**src/rtl/decode_stage_pkg.sv**
```systemverilog
// decode_stage_pkg: instruction field positions, widths and decode-stage state encoding
package decode_stage_pkg;
  localparam int OPCODE_LSB = 26;
  localparam int OPCODE_W = 6;
  localparam int RS_LSB = 21;
  localparam int RT_LSB = 16;
  localparam int RD_LSB = 11;
  localparam int REG_W = 5;
  localparam int SHAMT_LSB = 6;
  localparam int SHAMT_W = 5;
  localparam int FUNCT_LSB = 0;
  localparam int FUNCT_W = 6;
  localparam int JT_LSB = 0;
  localparam int JT_W = 26;
  typedef enum logic [1:0] {
    EMPTY = 2'd0,
    FULL  = 2'd1,
    SKID  = 2'd2
  } state_t;
endpackage

```
**src/rtl/decode_stage_sign_extend.sv**
```systemverilog
// sign_extend: replicate the immediate's top bit into the upper result bits
module sign_extend #(
  parameter int IN_WIDTH = 16,
  parameter int OUT_WIDTH = 32
) (
  input  logic [IN_WIDTH-1:0]  data_in,
  output logic [OUT_WIDTH-1:0] data_out
);
  assign data_out = {{(OUT_WIDTH-IN_WIDTH){data_in[IN_WIDTH-1]}}, data_in};
endmodule

```
**src/rtl/decode_stage.sv**
```systemverilog
// decode_stage: registered decode stage with a one-entry skid buffer and accept counter
module decode_stage
  import decode_stage_pkg::*;
#(
  parameter int DATA_WIDTH = 32,
  parameter int IMM_WIDTH = 16,
  parameter int COUNT_WIDTH = 16
) (
  input  logic                   clk,
  input  logic                   reset,
  input  logic                   flush,
  input  logic                   in_valid,
  input  logic [DATA_WIDTH-1:0]  in_instr,
  input  logic [DATA_WIDTH-1:0]  in_pc,
  output logic                   in_ready,
  input  logic                   out_ready,
  output logic                   out_valid,
  output logic [DATA_WIDTH-1:0]  out_pc,
  output logic [OPCODE_W-1:0]    out_opcode,
  output logic [REG_W-1:0]       out_rs,
  output logic [REG_W-1:0]       out_rt,
  output logic [REG_W-1:0]       out_rd,
  output logic [SHAMT_W-1:0]     out_shamt,
  output logic [FUNCT_W-1:0]     out_funct,
  output logic [DATA_WIDTH-1:0]  out_imm_ext,
  output logic [JT_W-1:0]        out_jtarget,
  output logic [COUNT_WIDTH-1:0] decode_count
);
  state_t state, state_d;
  logic [DATA_WIDTH-1:0] out_instr_q, out_pc_q, skid_instr, skid_pc, w;
  logic accept, drain;

  assign accept = in_valid && in_ready && !flush;
  assign out_valid = state != EMPTY;
  assign drain = out_valid && out_ready;

  // next state: flush empties everything regardless of the handshakes
  always_comb begin
    state_d = state;
    unique case (state)
      EMPTY:   state_d = accept ? FULL : EMPTY;
      FULL:    state_d = (accept && !drain) ? SKID : (drain && !accept) ? EMPTY : FULL;
      SKID:    state_d = drain ? FULL : SKID;
      default: state_d = EMPTY;
    endcase
    if (flush) state_d = EMPTY;
  end

  // state, payload slots, ready flag and accept counter
  always_ff @(posedge clk) begin
    if (reset) begin
      state <= EMPTY;
      in_ready <= 1'b0;
      out_instr_q <= '0;
      out_pc_q <= '0;
      skid_instr <= '0;
      skid_pc <= '0;
      decode_count <= '0;
    end else begin
      state <= state_d;
      in_ready <= state_d != SKID;
      decode_count <= decode_count + COUNT_WIDTH'(accept);
      if (flush) begin
        out_instr_q <= '0;
        out_pc_q <= '0;
        skid_instr <= '0;
        skid_pc <= '0;
      end else begin
        if (state == SKID && drain) begin
          out_instr_q <= skid_instr;
          out_pc_q <= skid_pc;
        end else if (accept && (state == EMPTY || drain)) begin
          out_instr_q <= in_instr;
          out_pc_q <= in_pc;
        end
        if (accept && state == FULL && !drain) begin
          skid_instr <= in_instr;
          skid_pc <= in_pc;
        end
      end
    end
  end

  assign w = out_valid ? out_instr_q : '0;
  assign out_pc = out_valid ? out_pc_q : '0;
  assign out_opcode = w[OPCODE_LSB +: OPCODE_W];
  assign out_rs = w[RS_LSB +: REG_W];
  assign out_rt = w[RT_LSB +: REG_W];
  assign out_rd = w[RD_LSB +: REG_W];
  assign out_shamt = w[SHAMT_LSB +: SHAMT_W];
  assign out_funct = w[FUNCT_LSB +: FUNCT_W];
  assign out_jtarget = w[JT_LSB +: JT_W];

  sign_extend #(.IN_WIDTH(IMM_WIDTH), .OUT_WIDTH(DATA_WIDTH)) u_sext (
    .data_in(w[IMM_WIDTH-1:0]),
    .data_out(out_imm_ext)
  );
endmodule

```
**config.mk**
```make
export PLATFORM = sky130hd
export DESIGN_NAME = decode_stage
export DESIGN_NICKNAME = d
export VERILOG_FILES = /design/src/rtl/decode_stage_pkg.sv /design/src/rtl/decode_stage_sign_extend.sv /design/src/rtl/decode_stage.sv
export SDC_FILE = /design/constraint.sdc
export NUM_CORES = 1
export LEC_CHECK = 0
export ABC_AREA = 1
export CORE_MARGIN = 8
export CORE_UTILIZATION = 53
export CTS_BUF_LIST = sky130_fd_sc_hd__clkbuf_2 sky130_fd_sc_hd__clkbuf_4 sky130_fd_sc_hd__clkbuf_8
export CTS_CLUSTER_SIZE = 10
export DETAILED_ROUTE_END_ITERATION = 7
export MAX_ROUTING_LAYER = met4
export PLACE_DENSITY_LB_ADDON = 0.15
export SKIP_CTS_REPAIR_TIMING = 1
export SLEW_MARGIN = 20
export SYNTH_ARGS = -nofsm -noshare
export SYNTH_HDL_FRONTEND = slang
export SYNTH_SLANG_ARGS = --single-unit
export TNS_END_PERCENT = 5
```
**constraint.sdc**
```tcl
create_clock -name clk -period 5 [get_ports clk]
set_input_delay 1 -clock clk [delete_from_list [all_inputs] [get_ports clk]]
set_output_delay 1 -clock clk [all_outputs]
set_load 0.1 [all_outputs]
```
### After elaboration in Yosys (flattened, before gate mapping)

Cells that the tools add are included.

| operators by class | value |
|---|---|
| reductions and logical operators | 17 |
| div/mod/pow operators | 0 |
| eq/ne operators | 3 |
| muxes and demuxes | 12 |
| $mul | 0 |
| bitwise logic cells | 0 |
| $lt $le $gt $ge | 0 |
| shifts and indexed selects | 0 |
| add/subtract/negate cells | 1 |

Operators with widths:

| kind | count |
|---|---|
| two-way mux 32 bit | 6 |
| adder 16 x 1 -> 16 bit | 1 |
| logical AND 1 bit | 9 |
| two-way mux 2 bit | 3 |
| one-hot mux 2 bit (3 select lines) | 1 |
| nonzero test 2 bit | 2 |
| logical NOT 1 bit | 3 |
| equality test 2 x 1 -> 1 bit, second input constant | 1 |
| equality test 2 bit, second input constant | 1 |
| logical NOT 2 bit | 1 |
| two-way mux 1 bit | 2 |
| inequality test 2 bit, second input constant | 1 |
| OR reduction 2 bit | 1 |
| logical OR 1 bit | 1 |

| storage, ports and cells | value |
|---|---|
| register bits | 147 |
| bits in latches | 0 |
| memory bits (writable) | 0 |
| ROM bits | 0 |
| memories | 0 |

### Longest topological paths before layout

Gate-level depths: netlist (run 1).

| logic depth | value |
|---|---|
| depth in word-level cells | 9 |
| depth in mapped cells | 10 |

### Cells and area by module

A second synthesis (run 1) with hierarchy kept.

| unflattened totals | value |
|---|---|
| cells, all modules | 1138 |
| area total of the unflattened synthesis | 7299.5 µm² |

Modules (own cells, without submodules):

| module | cells each | times used | area each (µm²) |
|---|---|---|---|
| decode_stage | 1106 | 1 | 7059.3 |
| sign_extend | 32 | 1 | 240.2 |

### Least setup slack after synthesis (run 1)

Ideal clock, no wire load.

| timing path | value |
|---|---|
| path kind | reg2out |
| start point | register state[0] |
| end point | output port out_imm_ext[16] |
| path slack | 0.781 ns |
| cell stages (with the launch flop) | 6 |
| arrival | 3.219 ns |
| data required time | 4.000 ns |
| cell sequence | dfxtp_1 > nor2_1 > clkbuf_1 > clkbuf_1 > nor2_1 > buf_4 |

| on the way | value |
|---|---|
| longest elaborated chain between the ends | 2 |

Ends and longest elaborated chain:

| item | line | text |
|---|---|---|
| start: declaration | decode_stage.sv:29 | `state_t state, state_d;` |
| start signal: assignment | decode_stage.sv:60 | `state <= state_d;` |
| nonzero test 2 bit | decode_stage.sv:34 | `assign out_valid = state != EMPTY;` |
| two-way mux 32 bit | decode_stage.sv:84 | `assign w = out_valid ? out_instr_q : '0;` |
| end: declaration | decode_stage.sv:25 | `output logic [DATA_WIDTH-1:0] out_imm_ext,` |

No other way between the ends.

### Worst setup path in the final report (run 1)

| timing path | value |
|---|---|
| start point | register state[0] |
| end point | output port out_imm_ext[26] |

Same word-level chain as after synthesis.

==> flow_metrics.env, run 1 <==
export IMPL_outcome="finished, final reports clean"
export IMPL_numCtsBuffers=17
export IMPL_crit_path_start_kind="flip-flop"
export IMPL_fillers=1303
export IMPL_root_buffer="clkbuf_8"
export IMPL_clock_latency_ns=0.44
export IMPL_crit_chain="nor2_4 > nor2_1 > clkdlybuf4s50_1"
export IMPL_finalSetupViolCount=0
export IMPL_power_per_cell_area_nw_per_um2=253
export IMPL_cp_data_required_time_ns=4.00
export IMPL_dp_hpwl_um=12400
export IMPL_p_leak_nw=3.88
export IMPL_grt_pass1_vias=6240
export IMPL_drt_pass1_iterations=5
export IMPL_seqPwrFrac_pct=50.5
export IMPL_wirelength_um=18900
export IMPL_grt_max_degree=130
export IMPL_pwr_share_comb_pct=8.9
export IMPL_syn_area_per_cell_um2=6.41
export IMPL_antennaDiodeCount=0
export IMPL_via_per_inst=4.84
export IMPL_p_sw_share_pct=23.1
export IMPL_worst_pin_slew_ns=1.04
export IMPL_worstHoldPathCells=2
export IMPL_nets=1319
export IMPL_pin_count=209
export IMPL_fin_crit_ns=4.11
export IMPL_syn2layout_area_growth_pct=27.5
export IMPL_hold_ws_ns=0.452
export IMPL_internal_power_mw=1.81
export IMPL_dieArea_um2=17800
export IMPL_die_w_um=133
export IMPL_grt_usage_pct=21.2
export IMPL_peakVddDrop_v=0.000136
export IMPL_utilization_pct=68.1
export IMPL_maxCapViolations=0
export IMPL_htree_levels=4
export IMPL_wl_per_cell_um=13.1
export IMPL_maxSlewViolCount=0
export IMPL_synthesis_instances=1138
export IMPL_grt_pass1_wl_um=30600
export IMPL_synthesis_area_um2=7300
export IMPL_seqCellArea_um2=2940
export IMPL_drt_initial_drc_count=531
export IMPL_worst_path_max_fanout=29
export IMPL_ant_nets=0
export IMPL_gr_total_overflow=0
export IMPL_gp_congestion=0.783
export IMPL_clockBufferDepth=2
export IMPL_min_period_over_period_pct=82.2
export IMPL_cp_end_kind="output pin"
export IMPL_yosys_cell_types_count=27
export IMPL_dp_slack_ns=1.31
export IMPL_rows=43
export IMPL_vias=6974
export IMPL_final_cell_area_um2=9300
export IMPL_place_area_um2=8890
export IMPL_cp_arrival_ns=3.11
export IMPL_r2r_cells=8
export IMPL_antenna_found_initial=0
export IMPL_critPathKind="reg -> out"
export IMPL_clkPwrFrac_pct=40.5
export IMPL_rsz0062_at_grt="no"
export IMPL_cts_num_sinks=147
export IMPL_port_buffers=208
export IMPL_finalClockSkew_ns=0.00786
export IMPL_switching_power_uw=543
export IMPL_drive_gt1_share_pct=4.12
export IMPL_fp_coreArea_um2=13700
export IMPL_yosysSeqAreaShare_pct=40.3
export IMPL_syn_nets=1209
export IMPL_relSlewSlack_pct=30.4
export IMPL_start_util_pct=53.4
export IMPL_drc_errors=0
export IMPL_worst_slack_ns=0.892
export IMPL_holdCritPathClass="reg -> reg"
export IMPL_multi_input_area_um2=3170
export IMPL_critPathMaxStageDelay_ns=1.29
export IMPL_finalHoldViolCount=0
export IMPL_yosys_warnings=0
export IMPL_cts_tree="built"
export IMPL_crit_slowest_cell="clkdlybuf4s50_1"
export IMPL_setup_total_negative_slack_ns=0
export IMPL_path_clk_slew_ns=0.07
export IMPL_ys_ff_latch=147
export IMPL_fp_dieH_um=133
export IMPL_max_freq_mhz=243
-- critical path, delay by kind of cell (launching register included) --
family                 cells  cell delay (ns)
buffers and inverters      1             1.29
DFF                        1             0.45
and+or+nand+nor            2             0.92
-- worst paths after layout --
path | from | to | slack [ns]
worst max-delay path | state[0] | out_imm_ext[26] | 0.89
worst max register to register | state[0] | out_instr_q[6] | 2.29
worst min register to register | skid_instr[20] | skid_instr[20] | 0.45
worst min-delay path | skid_instr[20] | skid_instr[20] | 0.45
-- cell usage in the layout (no fill, tap or decap), drive strengths merged --
master and instances:
buf 10, clkbuf 28, nand3 55, inv 101
dfxtp 147, a22oi 1, nor2 312, xor2 1
nand4 5, bufinv 2, nand2 267, and3 1
clkinv 3, o21ai 87, o31ai 1, nor3 1
o21a 1, clkdlybuf4s50 207, ha 2, a21oi 29
-- synthesized netlist by cell type, drive strengths merged --
master,count,area (um^2)
nand4,5,31.3
a21oi,29,145
inv,101,379
nor2,312,1180
buf,98,722
o31ai,1,7.51
nand2,267,1000
ha,2,25.0
and3,1,6.26
xor2,1,8.76
nand3,55,275
clkinv,1,3.75
o21a,1,7.51
clkbuf,28,105
a22oi,1,7.51
nor3,1,5.00
dfxtp,147,2940
o21ai,87,439
-- sequential cells by signal, indices dropped and copies added, names as in the netlist --
register / cells
state: 2
skid_pc: 32
out_pc_q: 32
out_instr_q: 32
decode_count: 16
skid_instr: 32
in_ready: 1
-- through the flow --
stage,total power [mW],instances
6_report,2.35,1441
5_1_grt,2.45,1441
4_1_cts,2.37,1441
3_5_place_dp,1.42,1409
3_3_place_gp,1.42,1409
2_1_floorplan,1.34,1138
-- cell type report --
class | instances | area share [%]
flip-flops and latches | 147 | 31.6
clock inverters | 4 | 0.753
multi-input cells | 763 | 34.1
well taps | 180 | 2.42
repair buffers | 217 | 23.3
clock buffers | 28 | 3.67
inverters | 102 | 4.12
-- cell families after synthesis --
logic type | share of synthesized area (%)
AO/OA/AOI/OAI | 8.31
XOR/XNOR | 0.120
adder cells (fa/ha/maj) | 0.343
buffers and inverters | 16.6
flip-flops | 40.3
AND/OR/NAND/NOR | 34.3
-- power groups by stage --
stage / clock [mW] / combinational (mW) / sequential [mW]
2_1_floorplan: 0 / 0.119 / 1.22
3_3_place_gp: 0 / 0.207 / 1.21
3_5_place_dp: 0 / 0.209 / 1.21
4_1_cts: 0.974 / 0.210 / 1.19
5_1_grt: 1.03 / 0.234 / 1.19
6_report: 0.952 / 0.210 / 1.19
-- metal layers --
layer	up-vias	GRT usage (%)	routed length, um
met1	3116	25.1	8350
met4	0	6.80	227
met3	19	5.08	1210
met5	-	-	0
li1	3627	-	-
met2	212	34.8	9070
Note: power is estimated with default switching activity, not from simulation.
==> run 2, diff against run 1 <==
- CORE_UTILIZATION: 53 -> 50
- clock period: 5 -> 3.9 ns (I/O delays scaled with it)
==> run 2 against run 1 <==
Effect of this change:
- via count down 0.73%
- final cell count grew 0.35%
- sequential power increased by 28%
==> flow_metrics.env, run 2 (same netlist as run 1, synthesis figures left out) <==
export IMPL_place_area_um2=8750
export IMPL_internal_power_mw=2.28
export IMPL_vias=6923
export IMPL_p_leak_nw=4.01
export IMPL_maxSlewViolCount=0
export IMPL_drt_pass1_iterations=5
export IMPL_cp_arrival_ns=2.61
export IMPL_switching_power_uw=693
export IMPL_cts_num_sinks=147
export IMPL_holdCritPathClass="reg -> reg"
export IMPL_worstHoldPathCells=2
export IMPL_grt_pass1_wl_um=29800
export IMPL_drc_errors=0
export IMPL_clockBufferDepth=2
export IMPL_p_sw_share_pct=23.3
export IMPL_hold_start="skid_instr[19]"
export IMPL_syn2layout_area_growth_pct=25.2
export IMPL_nets=1322
export IMPL_dp_hpwl_um=12300
export IMPL_seqPwrFrac_pct=51.1
export IMPL_min_period_over_period_pct=86.8
export IMPL_wl_per_cell_um=12.9
export IMPL_fin_crit_ns=3.39
export IMPL_wirelength_um=18600
export IMPL_fillers=1422
export IMPL_via_per_inst=4.79
export IMPL_rsz0062_at_grt="no"
export IMPL_root_buffer="clkbuf_8"
export IMPL_start_util_pct=50.6
export IMPL_cp_end_kind="output pin"
export IMPL_antenna_found_initial=0
export IMPL_htree_levels=4
export IMPL_ant_nets=0
export IMPL_maxCapViolations=0
export IMPL_final_cell_area_um2=9140
export IMPL_dieArea_um2=18700
export IMPL_finalHoldViolCount=0
export IMPL_whs_endpoint="skid_instr[19]"
export IMPL_dp_cells=1416
export IMPL_rows=44
export IMPL_power_per_cell_area_nw_per_um2=326
export IMPL_pwr_share_comb_pct=9.0
export IMPL_cp_data_required_time_ns=3.12
export IMPL_setup_total_negative_slack_ns=0
export IMPL_die_w_um=137
export IMPL_r2r_end="out_pc_q[12]"
export IMPL_gr_total_overflow=0
export IMPL_clkPwrFrac_pct=39.9
export IMPL_worst_slack_ns=0.514
export IMPL_finalClockSkew_ns=0.00710
export IMPL_path_clk_slew_ns=0.08
export IMPL_outcome="finished, final reports clean"
export IMPL_r2r_cells=8
export IMPL_fp_dieH_um=137
export IMPL_fp_coreArea_um2=14400
export IMPL_dp_slack_ns=0.888
export IMPL_grt_max_degree=130
export IMPL_drive_gt1_share_pct=9.43
export IMPL_stdcell_count=1446
export IMPL_max_freq_mhz=295
export IMPL_layout_common_cells="306 x nor2_1, 265 x nand2_1, 147 x dfxtp_1"
export IMPL_layout_commonest_cell="nor2_1"
export IMPL_crit_path_start_kind="flip-flop"
export IMPL_worst_path_max_fanout=32
export IMPL_grt_pass1_vias=6282
export IMPL_clock_latency_ns=0.44
export IMPL_cts_tree="built"
export IMPL_worst_pin_slew_ns=0.993
export IMPL_port_buffers=208
export IMPL_hold_ws_ns=0.451
export IMPL_gp_congestion=0.815
export IMPL_numCtsBuffers=17
export IMPL_relSlewSlack_pct=33.6
export IMPL_drt_initial_drc_count=482
export IMPL_peakVddDrop_v=0.000211
export IMPL_antennaDiodeCount=0
export IMPL_worst_r2r_setup_slack_ns=1.53
export IMPL_finalSetupViolCount=0
export IMPL_r2r_start="state[1]"
export IMPL_critPathKind="reg -> out"
export IMPL_grt_usage_pct=20.2
export IMPL_pin_count=209
## run 2: changes by cell type in the layout (fill, tap and decap cells not counted)
cell,before,now
nor2_2,2,3
buf_12,2,1
clkinv_2,2,3
buf_4,7,76
clkbuf_4,7,4
clkdlybuf4s50_1,207,142
nor2_1,307,306
## run 2: area by class of cell
cell class | instances | area, um^2 | share of cell area, %
multi-input cells | 763 | 3170 | 34.7
flip-flops and latches | 147 | 2940 | 32.2
clock buffers | 25 | 319 | 3.49
repair buffers | 220 | 2020 | 22.1
inverters | 102 | 383 | 4.19
clock inverters | 5 | 75.1 | 0.821
well taps | 184 | 230 | 2.52
## run 2: metrics by stage
step	power (mW)	util, %
floorplan	1.72	-
global placement	1.82	60.6
detailed placement	1.82	60.6
CTS	3.01	63.4
global route	3.11	63.4
finish	2.98	63.4
## run 2: power by group through the flow
| stage | combinational (mW) | sequential (mW) | clock [mW] |
|---|---|---|---|
| 4_1_cts | 0.269 | 1.52 | 1.22 |
| 5_1_grt | 0.301 | 1.52 | 1.28 |
| 2_1_floorplan | 0.153 | 1.57 | 0 |
| 3_3_place_gp | 0.265 | 1.56 | 0 |
| 6_report | 0.267 | 1.52 | 1.19 |
| 3_5_place_dp | 0.267 | 1.56 | 0 |
## run 2: critical path: stages, from the launching register on
cell             delay [ns]
dfxtp_1                0.37
nor2_4                 0.59
nor2_1                 0.16
clkdlybuf4s50_1        1.02
## run 2: worst max path at each step
stage	startpoint	to	slack, ns	cells after the start
CTS	state[0]	out_rd[2]	0.41	3
global placement	state[0]	out_imm_ext[6]	0.98	3
global route	state[0]	out_rd[2]	0.30	3
floorplan	state[0]	out_jtarget[12]	0.43	5
finish	state[0]	out_rd[2]	0.51	3
detailed placement	state[0]	out_rd[2]	0.89	3
## run 2: per-layer routing
metal	routed length, um	GRT usage [%]	up-vias
met3	1240	4.81	23
met5	0	-	-
li1	-	-	3626
met1	8310	23.5	3100
met2	8760	33.7	174
met4	272	6.46	0
==> run 3, diff against run 2 <==
- PLACE_DENSITY: default -> 0.83
- PLACE_DENSITY_LB_ADDON: 0.15 -> default
==> run 3 against run 2 <==
Effect of this change:
- sequential share of layout area hardly changed
- via count is 0.58% higher
- sequential power is essentially flat
- largest power group unchanged
- highest routed layer unchanged
==> flow_metrics.env, run 3 (same netlist as run 1, synthesis figures left out) <==
export IMPL_outcome="finished, final reports clean"
export IMPL_port_buffers=208
export IMPL_rsz0062_at_grt="no"
export IMPL_start_util_pct=50.6
export IMPL_nets=1322
export IMPL_crit_chain="nor2_4 > nor2_1 > clkdlybuf4s50_1"
export IMPL_grt_pass1_wl_um=29600
export IMPL_crit_path_start_kind="flip-flop"
export IMPL_cp_end_kind="output pin"
export IMPL_critPathKind="reg -> out"
export IMPL_root_buffer="clkbuf_8"
export IMPL_dp_slack_ns=0.813
export IMPL_crit_slowest_cell="clkdlybuf4s50_1"
export IMPL_dieArea_um2=18700
export IMPL_wirelength_um=18600
export IMPL_via_per_inst=4.82
export IMPL_critPathMaxStageDelay_ns=1.03
export IMPL_ant_nets=0
export IMPL_finalClockSkew_ns=0.00634
export IMPL_holdCritPathClass="reg -> reg"
export IMPL_cp_data_required_time_ns=3.12
export IMPL_cts_num_sinks=147
export IMPL_layout_commonest_cell="nor2_1"
export IMPL_min_period_over_period_pct=88.3
export IMPL_dp_hpwl_um=12400
export IMPL_cts_tree="built"
export IMPL_drt_pass1_iterations=4
export IMPL_peakVddDrop_v=0.000226
export IMPL_relSlewSlack_pct=32.2
export IMPL_wl_per_cell_um=12.9
export IMPL_power_per_cell_area_nw_per_um2=325
export IMPL_finalPower_mw=2.98
export IMPL_drt_initial_drc_count=406
export IMPL_grt_pass1_vias=6133
export IMPL_pin_count=209
export IMPL_worst_path_max_fanout=32
export IMPL_clockBufferDepth=2
export IMPL_grt_max_degree=86
export IMPL_antennaDiodeCount=0
export IMPL_worst_pin_slew_ns=1.01
export IMPL_gp_congestion=0.827
export IMPL_htree_levels=4
export IMPL_p_leak_nw=4.00
export IMPL_syn2layout_area_growth_pct=25.4
export IMPL_vias=6963
export IMPL_path_clk_slew_ns=0.07
export IMPL_maxSlewViolCount=0
export IMPL_finalHoldViolCount=0
export IMPL_gr_total_overflow=0
export IMPL_max_freq_mhz=290
export IMPL_clock_latency_ns=0.44
export IMPL_finalSetupViolCount=0
export IMPL_numCtsBuffers=17
export IMPL_die_w_um=137
export IMPL_antenna_found_initial=0
export IMPL_setup_total_negative_slack_ns=0
export IMPL_rows=44
export IMPL_fin_crit_ns=3.44
export IMPL_worst_slack_ns=0.455
export IMPL_fp_dieH_um=137
export IMPL_fp_coreArea_um2=14400
export IMPL_grt_usage_pct=20.0
export IMPL_layout_common_cells="306 x nor2_1, 265 x nand2_1, 147 x dfxtp_1, 147 x clkdlybuf4s50_1, 99 x inv_1"
export IMPL_cp_arrival_ns=2.66
export IMPL_maxCapViolations=0
export IMPL_drive_gt1_share_pct=8.96
export IMPL_drc_errors=0
==> run 3: cell types whose count changed in the layout (fill, tap and decap cells not counted) <==
cell,before,now
clkbuf_8,21,22
clkdlybuf4s50_1,142,147
buf_4,76,71
clkbuf_4,4,2
==> run 3: report_power, final <==
part / internal (mW) / leakage (nW) / switching (mW)
Clock: 0.655 / 0.207 / 0.534
Sequential: 1.52 / 1.19 / 0.00493
Combinational: 0.112 / 2.60 / 0.156
Total: 2.28 / 4.00 / 0.695
==> run 3: through the flow <==
step,hold slack (ns),util (%),instances,area [um^2]
3_5_place_dp,0.444,60.7,1416,8760
3_3_place_gp,0.436,60.7,1416,8760
6_report,0.454,63.5,1445,9150
5_1_grt,0.471,63.5,1445,9150
4_1_cts,0.454,63.5,1445,9150
2_1_floorplan,0.425,-,1138,7300
==> run 3: critical path, delay by kind of cell (launching register included) <==
family                 cells  cell delay (ns)
buffers and inverters      1             1.03
and+or+nand+nor            2             0.79
DFF                        1             0.38
==> run 3: path summary, 6_finish.rpt <==
check	start	end	slack, ns	depth (start not counted)
setup / recovery	state[0]	out_funct[5]	0.46	3
hold / removal	skid_instr[30]	skid_instr[30]	0.45	2
setup reg to reg	state[1]	skid_pc[7]	1.75	8
hold reg to reg	skid_instr[30]	skid_instr[30]	0.45	2
==> run 3: layout make-up <==
cell class,instances,area [um^2]
fill,1328,5270
multi-input combinational,763,3170
sequential,147,2940
timing repair buffer,220,2030
inverter,102,383
clock buffer,24,318
tap,184,230
clock inverter,5,75.1
==> run 3: metal layers <==
| layer | wire, um | vias to the layer above | GRT usage (%) |
|---|---|---|---|
| met1 | 8190 | 3124 | 23.8 |
| met4 | 231 | 0 | 6.58 |
| met3 | 1320 | 17 | 4.59 |
| li1 | - | 3626 | - |
| met5 | 0 | - | - |
| met2 | 8850 | 196 | 32.8 |
